### src/rtl/rr_pop_arbiter_pkg.sv
// Shared definitions for the round-robin pop arbiter in front of the 4x4 crossbar.
package rr_pop_arbiter_pkg;
  localparam int NPORTS  = 4;
  localparam int DATA_W  = 10;
  localparam int DEST_HI = 9;
  localparam int DEST_LO = 8;
  localparam int IDX_W   = 2;

  typedef enum logic [1:0] {INIT = 2'd0, IDLE = 2'd1, SERVE = 2'd2} state_t;

  // One arbitration decision: whether anything was granted, and to which input.
  typedef struct packed {
    logic             vld;
    logic [IDX_W-1:0] idx;
  } grant_t;

  // Destination output port carried in the head word.
  function automatic logic [IDX_W-1:0] dest_of(input logic [DATA_W-1:0] w);
    return w[DEST_HI:DEST_LO];
  endfunction
endpackage

### src/rtl/rr_pop_arbiter_pick4.sv
// Rotate-priority finder: first set bit of req scanning start, start+1, ... (mod 4).
module rr_pick4
  import rr_pop_arbiter_pkg::*;
(
  input  logic [NPORTS-1:0] req,
  input  logic [IDX_W-1:0]  start,
  output logic              found,
  output logic [IDX_W-1:0]  idx
);
  logic [IDX_W-1:0] cand;

  // Scan from the farthest offset down so the nearest requester is the last (winning) write.
  always_comb begin
    found = 1'b0;
    idx   = start;
    cand  = start;
    for (int k = NPORTS - 1; k >= 0; k--) begin
      cand = start + IDX_W'(k);
      if (req[cand]) begin
        found = 1'b1;
        idx   = cand;
      end
    end
  end
endmodule

### src/rtl/rr_pop_arbiter.sv
// Round-robin arbiter: picks at most one input FIFO per cycle, pops it, pushes the
// destination output FIFO and steers the crossbar. Grant is zero-latency from state.
module rr_pop_arbiter
  import rr_pop_arbiter_pkg::*;
#(
  parameter int MAX_BURST   = 4,
  parameter int INIT_CYCLES = 2,
  parameter int COUNT_W     = 8
) (
  input  logic               clk,
  input  logic               reset,
  input  logic [DATA_W-1:0]  fifo0_out,
  input  logic [DATA_W-1:0]  fifo1_out,
  input  logic [DATA_W-1:0]  fifo2_out,
  input  logic [DATA_W-1:0]  fifo3_out,
  input  logic [NPORTS-1:0]  fifo_empty,
  input  logic [NPORTS-1:0]  almost_full,
  output logic [NPORTS-1:0]  pop,
  output logic [NPORTS-1:0]  push,
  output logic [IDX_W-1:0]   demux0,
  output logic [COUNT_W-1:0] pkt_cnt4,
  output logic [COUNT_W-1:0] pkt_cnt5,
  output logic [COUNT_W-1:0] pkt_cnt6,
  output logic [COUNT_W-1:0] pkt_cnt7,
  output logic               idle
);
  logic [NPORTS-1:0][DATA_W-1:0]  head;
  logic [NPORTS-1:0]              elig;
  logic [NPORTS-1:0][COUNT_W-1:0] pkt_cnt;

  state_t           state;
  logic [3:0]       init_cnt;
  logic [3:0]       burst_cnt;
  logic [IDX_W-1:0] ptr, owner, last_sel;

  logic             idle_found, serve_found;
  logic [IDX_W-1:0] idle_idx, serve_idx;
  logic             owner_cont;
  grant_t           gnt;
  logic [IDX_W-1:0] gnt_dest;

  assign head = {fifo3_out, fifo2_out, fifo1_out, fifo0_out};

  // An input competes only if it has data and its head's destination can accept it,
  // so a blocked head never stalls the other inputs.
  for (genvar i = 0; i < NPORTS; i++) begin : g_elig
    assign elig[i] = !fifo_empty[i] && !almost_full[dest_of(head[i])];
  end

  rr_pick4 u_pick_idle (
    .req   (elig),
    .start (ptr),
    .found (idle_found),
    .idx   (idle_idx)
  );

  // Starting one past the owner leaves the owner as the last candidate.
  rr_pick4 u_pick_serve (
    .req   (elig),
    .start (owner + 2'd1),
    .found (serve_found),
    .idx   (serve_idx)
  );

  assign owner_cont = (state == SERVE) && elig[owner] && (burst_cnt < 4'(MAX_BURST));

  // Arbitration decision for this cycle from registered state and live inputs.
  always_comb begin
    gnt = '0;
    case (state)
      IDLE: begin
        gnt.vld = idle_found;
        gnt.idx = idle_idx;
      end
      SERVE: begin
        if (owner_cont) begin
          gnt.vld = 1'b1;
          gnt.idx = owner;
        end else begin
          gnt.vld = serve_found;
          gnt.idx = serve_idx;
        end
      end
      default: gnt = '0;
    endcase
  end

  assign gnt_dest = dest_of(head[gnt.idx]);
  assign pop      = gnt.vld ? (NPORTS'(1) << gnt.idx)  : '0;
  assign push     = gnt.vld ? (NPORTS'(1) << gnt_dest) : '0;
  // Hold the crossbar select between grants so it does not toggle needlessly.
  assign demux0   = gnt.vld ? gnt.idx : last_sel;
  assign idle     = (state == IDLE) && (&fifo_empty);

  // Arbiter FSM: startup quiet period, idle search, and bursting service.
  always_ff @(posedge clk or posedge reset) begin
    if (reset) begin
      state     <= INIT;
      init_cnt  <= '0;
      ptr       <= '0;
      owner     <= '0;
      burst_cnt <= '0;
      last_sel  <= '0;
    end else begin
      if (gnt.vld) last_sel <= gnt.idx;
      case (state)
        INIT: begin
          init_cnt <= init_cnt + 4'd1;
          if (init_cnt == 4'(INIT_CYCLES - 1)) state <= IDLE;
        end
        IDLE: begin
          if (gnt.vld) begin
            owner     <= gnt.idx;
            burst_cnt <= 4'd1;
            state     <= SERVE;
          end
        end
        SERVE: begin
          if (owner_cont) begin
            burst_cnt <= burst_cnt + 4'd1;
          end else if (gnt.vld) begin
            owner     <= gnt.idx;
            burst_cnt <= 4'd1;
          end else begin
            ptr   <= owner + 2'd1;
            state <= IDLE;
          end
        end
        default: state <= INIT;
      endcase
    end
  end

  // Per-destination packet counters, free-running modulo 2^COUNT_W.
  for (genvar j = 0; j < NPORTS; j++) begin : g_cnt
    always_ff @(posedge clk or posedge reset) begin
      if (reset)        pkt_cnt[j] <= '0;
      else if (push[j]) pkt_cnt[j] <= pkt_cnt[j] + COUNT_W'(1);
    end
  end

  assign pkt_cnt4 = pkt_cnt[0];
  assign pkt_cnt5 = pkt_cnt[1];
  assign pkt_cnt6 = pkt_cnt[2];
  assign pkt_cnt7 = pkt_cnt[3];
endmodule

### config.mk
export PLATFORM = sky130hd
export DESIGN_NAME = rr_pop_arbiter
export DESIGN_NICKNAME = d
export VERILOG_FILES = /design/src/rtl/rr_pop_arbiter_pkg.sv /design/src/rtl/rr_pop_arbiter_pick4.sv /design/src/rtl/rr_pop_arbiter.sv
export SDC_FILE = /design/constraint.sdc
export NUM_CORES = 1
export LEC_CHECK = 0
export ABC_AREA = 1
export BUFFER_PORTS_ARGS = -buffer_cell sky130_fd_sc_hd__buf_2
export CORE_ASPECT_RATIO = 1.75
export CORE_UTILIZATION = 28
export CTS_BUF_LIST = sky130_fd_sc_hd__clkbuf_16
export DETAILED_ROUTE_END_ITERATION = 10
export SYNTH_ARGS = -nofsm -noshare
export SYNTH_HDL_FRONTEND = slang
export SYNTH_SLANG_ARGS = --single-unit
export TNS_END_PERCENT = 50
### constraint.sdc
create_clock -name clk -period 4.9 [get_ports clk]
set_input_delay 0.98 -clock clk [delete_from_list [all_inputs] [get_ports clk]]
set_output_delay 0.98 -clock clk [all_outputs]
set_load 0.02 [all_outputs]
# ---- Word-level counts from Yosys, hierarchy flattened
# Index checks and enable logic that the tools add are counted.
dict set report totals {
  word_cells 130
  inputBits 50
  ff_bits 48
}
dict set report classes {
  muxes 60
  order_cmp 15
  add_sub_neg 13
  eq_ne 7
  n_reduce_logical 21
  bitwise_logic 2
  shifts 2
}
# cell count
set ops {}
lappend ops {{< comparator 2 x 3 -> 1 bit, second input constant} 14}
lappend ops {{adder 8 x 1 -> 8 bit, second input constant} 4}
lappend ops {{two-way mux 2 bit} 15}
lappend ops {{binary-select mux 1 bit (select 2 bit)} 13}
lappend ops {{two-way mux 1 bit} 21}
lappend ops {{binary-select mux 10 bit (select 2 bit)} 1}
lappend ops {{two-way mux 4 bit} 4}
lappend ops {{two-way mux 10 bit} 1}
lappend ops {{adder 2 bit, second input constant} 4}
lappend ops {{adder 4 x 1 -> 4 bit, second input constant} 2}
lappend ops {{zero test 1 bit} 8}
lappend ops {{inequality test 2 bit, second input constant} 4}
lappend ops {{case mux 4 bit (2 select lines)} 1}
lappend ops {{AND reduction 4 bit} 2}
lappend ops {{left shift 1 x 2 -> 4 bit, first input constant} 2}
lappend ops {{logical AND 1 bit} 7}
lappend ops {{adder 2 x 1 -> 2 bit, second input constant} 3}
lappend ops {{case mux 2 bit (3 select lines)} 1}
lappend ops {{case mux 3 bit (2 select lines)} 1}
lappend ops {{equality test 4 x 1 -> 1 bit, second input constant} 1}
lappend ops {{< comparator 4 x 3 -> 1 bit, second input constant} 1}
lappend ops {{case mux 2 bit (2 select lines)} 1}
lappend ops {{two-way mux 3 bit} 1}
lappend ops {{AND reduction 3 bit} 1}
lappend ops {{6 further kinds} 7}

# ---- Logic depth before layout (Yosys ltp)
dict set report depth {
  word_depth 16
  depth_mapped 24
  depth_no_buf 24
}

# ---- Cells and area by module
# A second synthesis with hierarchy kept.
dict set report unflattened {
  hier_cells 513
  area_unflattened_um2 3712.3
}
# module cells_each n_inst area_per_inst_um2
set modules_own_cells {}
lappend modules_own_cells {rr_pop_arbiter 407 1 3244.4}
lappend modules_own_cells {rr_pick4 53 2 234.0}

# ---- Least setup slack after synthesis
# OpenSTA, ideal clock, no wires.
dict set report synth_path {
  kind {in2out}
  start {input fifo0_out[8]}
  end {output pop[2]}
  path_buffers 0
  cell_stages 15
  arrival_ps 2629
  slack_ps 1291
  path_cell_list {inv_1 nand2_1 nand3_1 nand2_2 nand2_2 nand2_1 nand3_1 nand2_1 o21ai_1 nand2_1 nand2_1 nand2_1 nand3_2 nand2_4 nor4_1}
}
dict set report synth_between {
  elab_chain_cells 14
  word_cells_on_any_way 44
}
# element line_no
set synth_lines {}
lappend synth_lines {{start, declared} rr_pop_arbiter.sv:12} ;# input logic [DATA_W-1:0] fifo0_out,
lappend synth_lines {{binary-select mux 1 bit (select 2 bit) *} rr_pop_arbiter.sv:47} ;# assign elig[i] = !fifo_empty[i] && !almost_full[dest_of(head[i])];
lappend synth_lines {{two-way mux 1 bit (not written as such) *} rr_pop_arbiter.sv:47}
lappend synth_lines {{zero test 1 bit *} rr_pop_arbiter.sv:47}
lappend synth_lines {{logical AND 1 bit *} rr_pop_arbiter.sv:47}
lappend synth_lines {{binary-select mux 1 bit (select 2 bit)} rr_pop_arbiter_pick4.sv:19} ;# if (req[cand]) begin
lappend synth_lines {{two-way mux 1 bit (not written as such)} rr_pop_arbiter_pick4.sv:19}
lappend synth_lines {{two-way mux 2 bit (4 in a row)} rr_pop_arbiter_pick4.sv:19}
lappend synth_lines {{two-way mux 3 bit} rr_pop_arbiter.sv:76} ;# if (owner_cont) begin
lappend synth_lines {{case mux 3 bit (2 select lines) *} rr_pop_arbiter.sv:70} ;# case (state)
lappend synth_lines {{left shift 1 x 2 -> 4 bit} rr_pop_arbiter.sv:89} ;# assign pop = gnt.vld ? (NPORTS'(1) << gnt.idx) : '0;
lappend synth_lines {{two-way mux 4 bit *} rr_pop_arbiter.sv:89}
lappend synth_lines {{end, declared} rr_pop_arbiter.sv:18} ;# output logic [NPORTS-1:0] pop,
# Mark *: on every way between the ends. The rest lies on a longest branch, timed or not. The select of a mux whose other input is x is not followed.

# ---- Final worst setup path
dict set report layout_path {
  start {input fifo2_out[8]}
  end {output push[3]}
}
dict set report layout_between {
  elab_chain_cells 16
  word_cells_on_any_way 46
}
# element line_no
set layout_lines {}
lappend layout_lines {{start, declared} rr_pop_arbiter.sv:14} ;# input logic [DATA_W-1:0] fifo2_out,
lappend layout_lines {{binary-select mux 1 bit (select 2 bit)} rr_pop_arbiter.sv:47}
lappend layout_lines {{two-way mux 1 bit (not written as such)} rr_pop_arbiter.sv:47}
lappend layout_lines {{zero test 1 bit} rr_pop_arbiter.sv:47}
lappend layout_lines {{logical AND 1 bit} rr_pop_arbiter.sv:47}
lappend layout_lines {{binary-select mux 1 bit (select 2 bit)} rr_pop_arbiter_pick4.sv:19}
lappend layout_lines {{two-way mux 1 bit (not written as such)} rr_pop_arbiter_pick4.sv:19}
lappend layout_lines {{two-way mux 2 bit (4 in a row)} rr_pop_arbiter_pick4.sv:19}
lappend layout_lines {{two-way mux 3 bit} rr_pop_arbiter.sv:76}
lappend layout_lines {{case mux 3 bit (2 select lines)} rr_pop_arbiter.sv:70}
lappend layout_lines {{binary-select mux 10 bit (select 2 bit)} rr_pop_arbiter.sv:88} ;# assign gnt_dest = dest_of(head[gnt.idx]);
lappend layout_lines {{two-way mux 10 bit (not written as such)} rr_pop_arbiter.sv:88}
lappend layout_lines {{left shift 1 x 2 -> 4 bit} rr_pop_arbiter.sv:90} ;# assign push = gnt.vld ? (NPORTS'(1) << gnt_dest) : '0;
lappend layout_lines {{two-way mux 4 bit *} rr_pop_arbiter.sv:90}
lappend layout_lines {{end, declared} rr_pop_arbiter.sv:19} ;# output logic [NPORTS-1:0] push,
# Marked as above.

==> impl_metrics.prom <==
# TYPE chip_impl_metric gauge
chip_impl_metric{name="finalNetCount",unit=""} 582
chip_impl_metric{name="die-width",unit="um"} 86.9
chip_impl_metric{name="drt_first_pass_iters",unit=""} 4
chip_impl_metric{name="slew_violations",unit=""} 0
chip_impl_metric{name="remaining_drc_errors",unit=""} 0
chip_impl_metric{name="timing.final.setup_violations",unit=""} 0
chip_impl_metric{name="fin_cells",unit=""} 687
chip_impl_metric{name="mapped_cells",unit=""} 463
chip_impl_metric{name="floorplan.core_area",unit="um^2"} 12100
chip_impl_info{name="worstReg2RegEnd",value="pkt_cnt6[2]$_DFFE_PP0P_"} 1
chip_impl_metric{name="ys_ff_latch",unit=""} 48
chip_impl_metric{name="wl_per_cell",unit="um"} 12.8
chip_impl_metric{name="drv.max_cap_violation_count",unit=""} 0
chip_impl_metric{name="netlist_area",unit="um^2"} 3530
chip_impl_info{name="yosys-top-cells-area",value="dfrtp_1 (34%), nand2_1 (16%), nand3_1 (6.8%)"} 1
chip_impl_metric{name="design.portCount",unit=""} 93
chip_impl_metric{name="post_cts.repair.setup_buffers",unit=""} 0
chip_impl_metric{name="max_slew_margin",unit="%"} 28.8
chip_impl_metric{name="grt_first_pass_wirelength",unit="mm"} 14.6
chip_impl_metric{name="htree_num_levels",unit=""} 2
chip_impl_metric{name="p_per_area",unit="nW/um^2"} 554
chip_impl_metric{name="worstPathMaxFanout",unit=""} 18
chip_impl_info{name="setup.worst_path.start_class",value="input port"} 1
chip_impl_metric{name="detailroute.via_count",unit=""} 3280
chip_impl_metric{name="grt_use_total",unit="%"} 14.1
chip_impl_metric{name="routed_via_density",unit=""} 4.77
chip_impl_info{name="yosys_most_used_dff",value="dfrtp_1"} 1
chip_impl_metric{name="final.min_clock_period",unit="ps"} 4320
chip_impl_metric{name="fillCellCount",unit=""} 1298
chip_impl_metric{name="buffer_ports.inserted",unit=""} 60
chip_impl_metric{name="power.ir.vdd_worst",unit="V"} 0.000229
chip_impl_metric{name="totalWireLength",unit="mm"} 8.82
chip_impl_metric{name="synth_top_area_share",unit="%"} 34.0
chip_impl_metric{name="postCtsHoldBufs",unit=""} 0
chip_impl_info{name="yosysMostFrequentCell",value="nand2_1"} 1
chip_impl_metric{name="total_die_area",unit="um^2"} 13100
chip_impl_metric{name="detailedRoute.firstIterationViolations",unit=""} 152
chip_impl_metric{name="floorplan.rows",unit=""} 53
chip_impl_info{name="worstSetupEndpointType",value="output port"} 1
chip_impl_metric{name="cts.reportedPaths.clkPinSlew",unit="ps"} 60
chip_impl_metric{name="drive_gt1_share",unit="%"} 23.6
chip_impl_metric{name="flop2flop_setup_slack",unit="ps"} 2210
chip_impl_metric{name="synthesis.area_per_instance",unit="um^2"} 7.62
chip_impl_info{name="worst_hold_path_type",value="flop to flop"} 1
chip_impl_metric{name="worst_ep_required_time",unit="ps"} 3920
chip_impl_info{name="worst_r2r_startpoint",value="owner[0]$_DFFE_PP0P_"} 1
chip_impl_metric{name="totalNegativeSetupSlack",unit="ps"} 0
chip_impl_metric{name="synth_cell_type_count",unit=""} 31
chip_impl_info{name="ys_top_cells_by_count",value="nand2_1 (149), dfrtp_1 (48), nand3_1 (48), inv_1 (44), nand4_1 (38)"} 1
chip_impl_metric{name="async_flop_share",unit="%"} 100
chip_impl_info{name="cp-endpoint",value="push[3]"} 1
chip_impl_metric{name="final_hold_viol_count",unit=""} 0
chip_impl_info{name="cts_tree",value="yes"} 1
chip_impl_info{name="clockRootBuffer",value="clkbuf_16"} 1
chip_impl_info{name="timing.critical_path.from",value="fifo2_out[8]"} 1
chip_impl_info{name="synth_top_cell_by_area",value="dfrtp_1"} 1
chip_impl_metric{name="detail-route-antenna-nets",unit=""} 0
chip_impl_metric{name="place_hpwl",unit="mm"} 6.70
chip_impl_info{name="grt_setup_unrepaired",value="false"} 1
chip_impl_info{name="worst-setup-path-type",value="input port to output port"} 1
chip_impl_metric{name="final_min_period_over_clock_period",unit="%"} 88.2
chip_impl_metric{name="synth_edf_count",unit=""} 0
chip_impl_metric{name="ys.warnings.count",unit=""} 0
chip_impl_metric{name="r2r_cells",unit=""} 17
chip_impl_metric{name="worstPathArrival",unit="ps"} 3340
chip_impl_metric{name="synthesis.nets",unit=""} 524
chip_impl_metric{name="fmax",unit="MHz"} 231
chip_impl_metric{name="clock-sinks",unit=""} 48
chip_impl_metric{name="cts_inserted_buffers",unit=""} 5
chip_impl_metric{name="static-leakage-power",unit="nW"} 2.23
chip_impl_metric{name="initial_utilization",unit="%"} 29.1
chip_impl_metric{name="fp.dieH",unit="um"} 151
chip_impl_metric{name="cts_repair_resize_count",unit=""} 0
chip_impl_info{name="run_status",value="completed"} 1
chip_impl_metric{name="grt_pass1_vias",unit=""} 3080
chip_impl_metric{name="area.growth.synth_to_final",unit="%"} 16.0
chip_impl_metric{name="grt_antenna_before_repair",unit=""} 0
chip_impl_metric{name="numPlacedInstances",unit=""} 679
chip_impl_metric{name="grt_start_max_net_pins",unit=""} 49
chip_impl_metric{name="clkLatencyLatePin",unit="ps"} 290
chip_impl_metric{name="antenna_cells",unit=""} 0
chip_impl_metric{name="skew",unit="ps"} 6.69
chip_impl_metric{name="synth-seq-area-share",unit="%"} 34.0
chip_impl_metric{name="grt.overflow.total",unit=""} 0
chip_impl_metric{name="place_congestion",unit=""} 0.822
chip_impl_metric{name="worst_slew_pin_slew",unit="ps"} 1070
chip_impl_metric{name="cts-root-to-sink-buffers",unit=""} 2
## logic make-up after synthesis
group,after synthesis,synth area share [%]
AOI/OAI and AO/OA,19,3.16
xor gates and xnor gates,29,7.41
adders and majority gates,11,3.90
buffers and inverters,66,8.83
DFF,48,34.0
muxes,2,0.567
and+or+nand+nor,288,42.1
## layout make-up
type | count | area, um^2 | share of cell area, %
multi-input cells | 349 | 2020 | 49.4
flip-flops and latches | 48 | 1200 | 29.3
repair buffers | 63 | 323 | 7.89
well taps | 165 | 206 | 5.04
inverters | 54 | 203 | 4.95
clock buffers | 5 | 125 | 3.06
clock inverters | 3 | 15.0 | 0.367
## per-layer routing
| metal | part of all wire [%] | wire length [um] | track usage, % |
|---|---|---|---|
| met1 | 43 | 3770 | 16.8 |
| met2 | 52 | 4610 | 25.2 |
| met3 | 3.6 | 320 | 2.63 |
| met4 | 1.2 | 109 | 4.17 |
| met5 | 0 | 0 | 0 |
## critical path, cell delays in order
cell     delay, ps
buf_2          120
inv_1           90
nand2_1         60
nand3_1         80
nand2_2         90
nand3_1         80
nand2_1         90
nand2_1         90
nand2_1         70
o21ai_1        130
nand2_1         80
nand3_1         90
nand3_2        120
nand2_4        160
nand2_4        120
nand2_1        110
nand3_2         80
nand2_4        230
nand3_4        170
inv_1           90
buf_2          170
## power breakdown
group / internal [mW] / switching [mW] / leakage, nW
Clock: 0.186 / 0.150 / 0.0687
Combinational: 0.391 / 0.933 / 1.53
Sequential: 0.489 / 0.119 / 0.638
## layout by cell type, fill, tap and decap left out, types with 2 or more instances in the layout
cell	n
nand2_2	15
buf_2	60
inv_1	44
nand2_1	149
inv_2	11
nand3_2	13
mux2i_1	2
nor3_1	3
nand3_1	48
xnor2_1	18
clkbuf_16	5
buf_4	3
nand4_1	38
o21ai_0	7
nor2_1	8
ha_1	11
nand2_4	7
o31ai_1	3
o21ai_1	3
a21oi_1	3
dfrtp_1	48
xor2_1	10
nand3_4	5
## flip-flops by register name (all words and copies together), names as in the netlist
name       flops
burst_cnt      4
init_cnt       4
last_sel       2
owner          2
pkt_cnt4       8
pkt_cnt5       8
pkt_cnt6       8
pkt_cnt7       8
ptr            2
state          2
## worst min-delay path by stage
| stage | from | to | slack [ps] | depth (start not counted) |
|---|---|---|---|---|
| 2_1_floorplan | init_cnt[3]$_DFFE_PP0P_ | init_cnt[3]$_DFFE_PP0P_ | 450 | 1 |
| 3_3_place_gp | init_cnt[3]$_DFFE_PP0P_ | init_cnt[3]$_DFFE_PP0P_ | 470 | 1 |
| 3_5_place_dp | init_cnt[3]$_DFFE_PP0P_ | init_cnt[3]$_DFFE_PP0P_ | 470 | 1 |
| 4_1_cts | init_cnt[3]$_DFFE_PP0P_ | init_cnt[3]$_DFFE_PP0P_ | 480 | 1 |
| 5_1_grt | init_cnt[3]$_DFFE_PP0P_ | init_cnt[3]$_DFFE_PP0P_ | 490 | 1 |
| 6_report | init_cnt[3]$_DFFE_PP0P_ | init_cnt[3]$_DFFE_PP0P_ | 470 | 1 |
## stage by stage
step	power, mW	hold slack (ps)	worst slack, ps	util (%)	area (um^2)
6_report	2.27	474	578	33.7	4090
5_1_grt	2.47	490	324	33.7	4090
4_1_cts	2.30	482	574	33.7	4090
3_5_place_dp	1.95	472	578	32.6	3950
3_3_place_gp	1.92	468	624	32.6	3950
2_1_floorplan	1.69	448	1290	-	3530
Power figures use the tool's default switching activity.
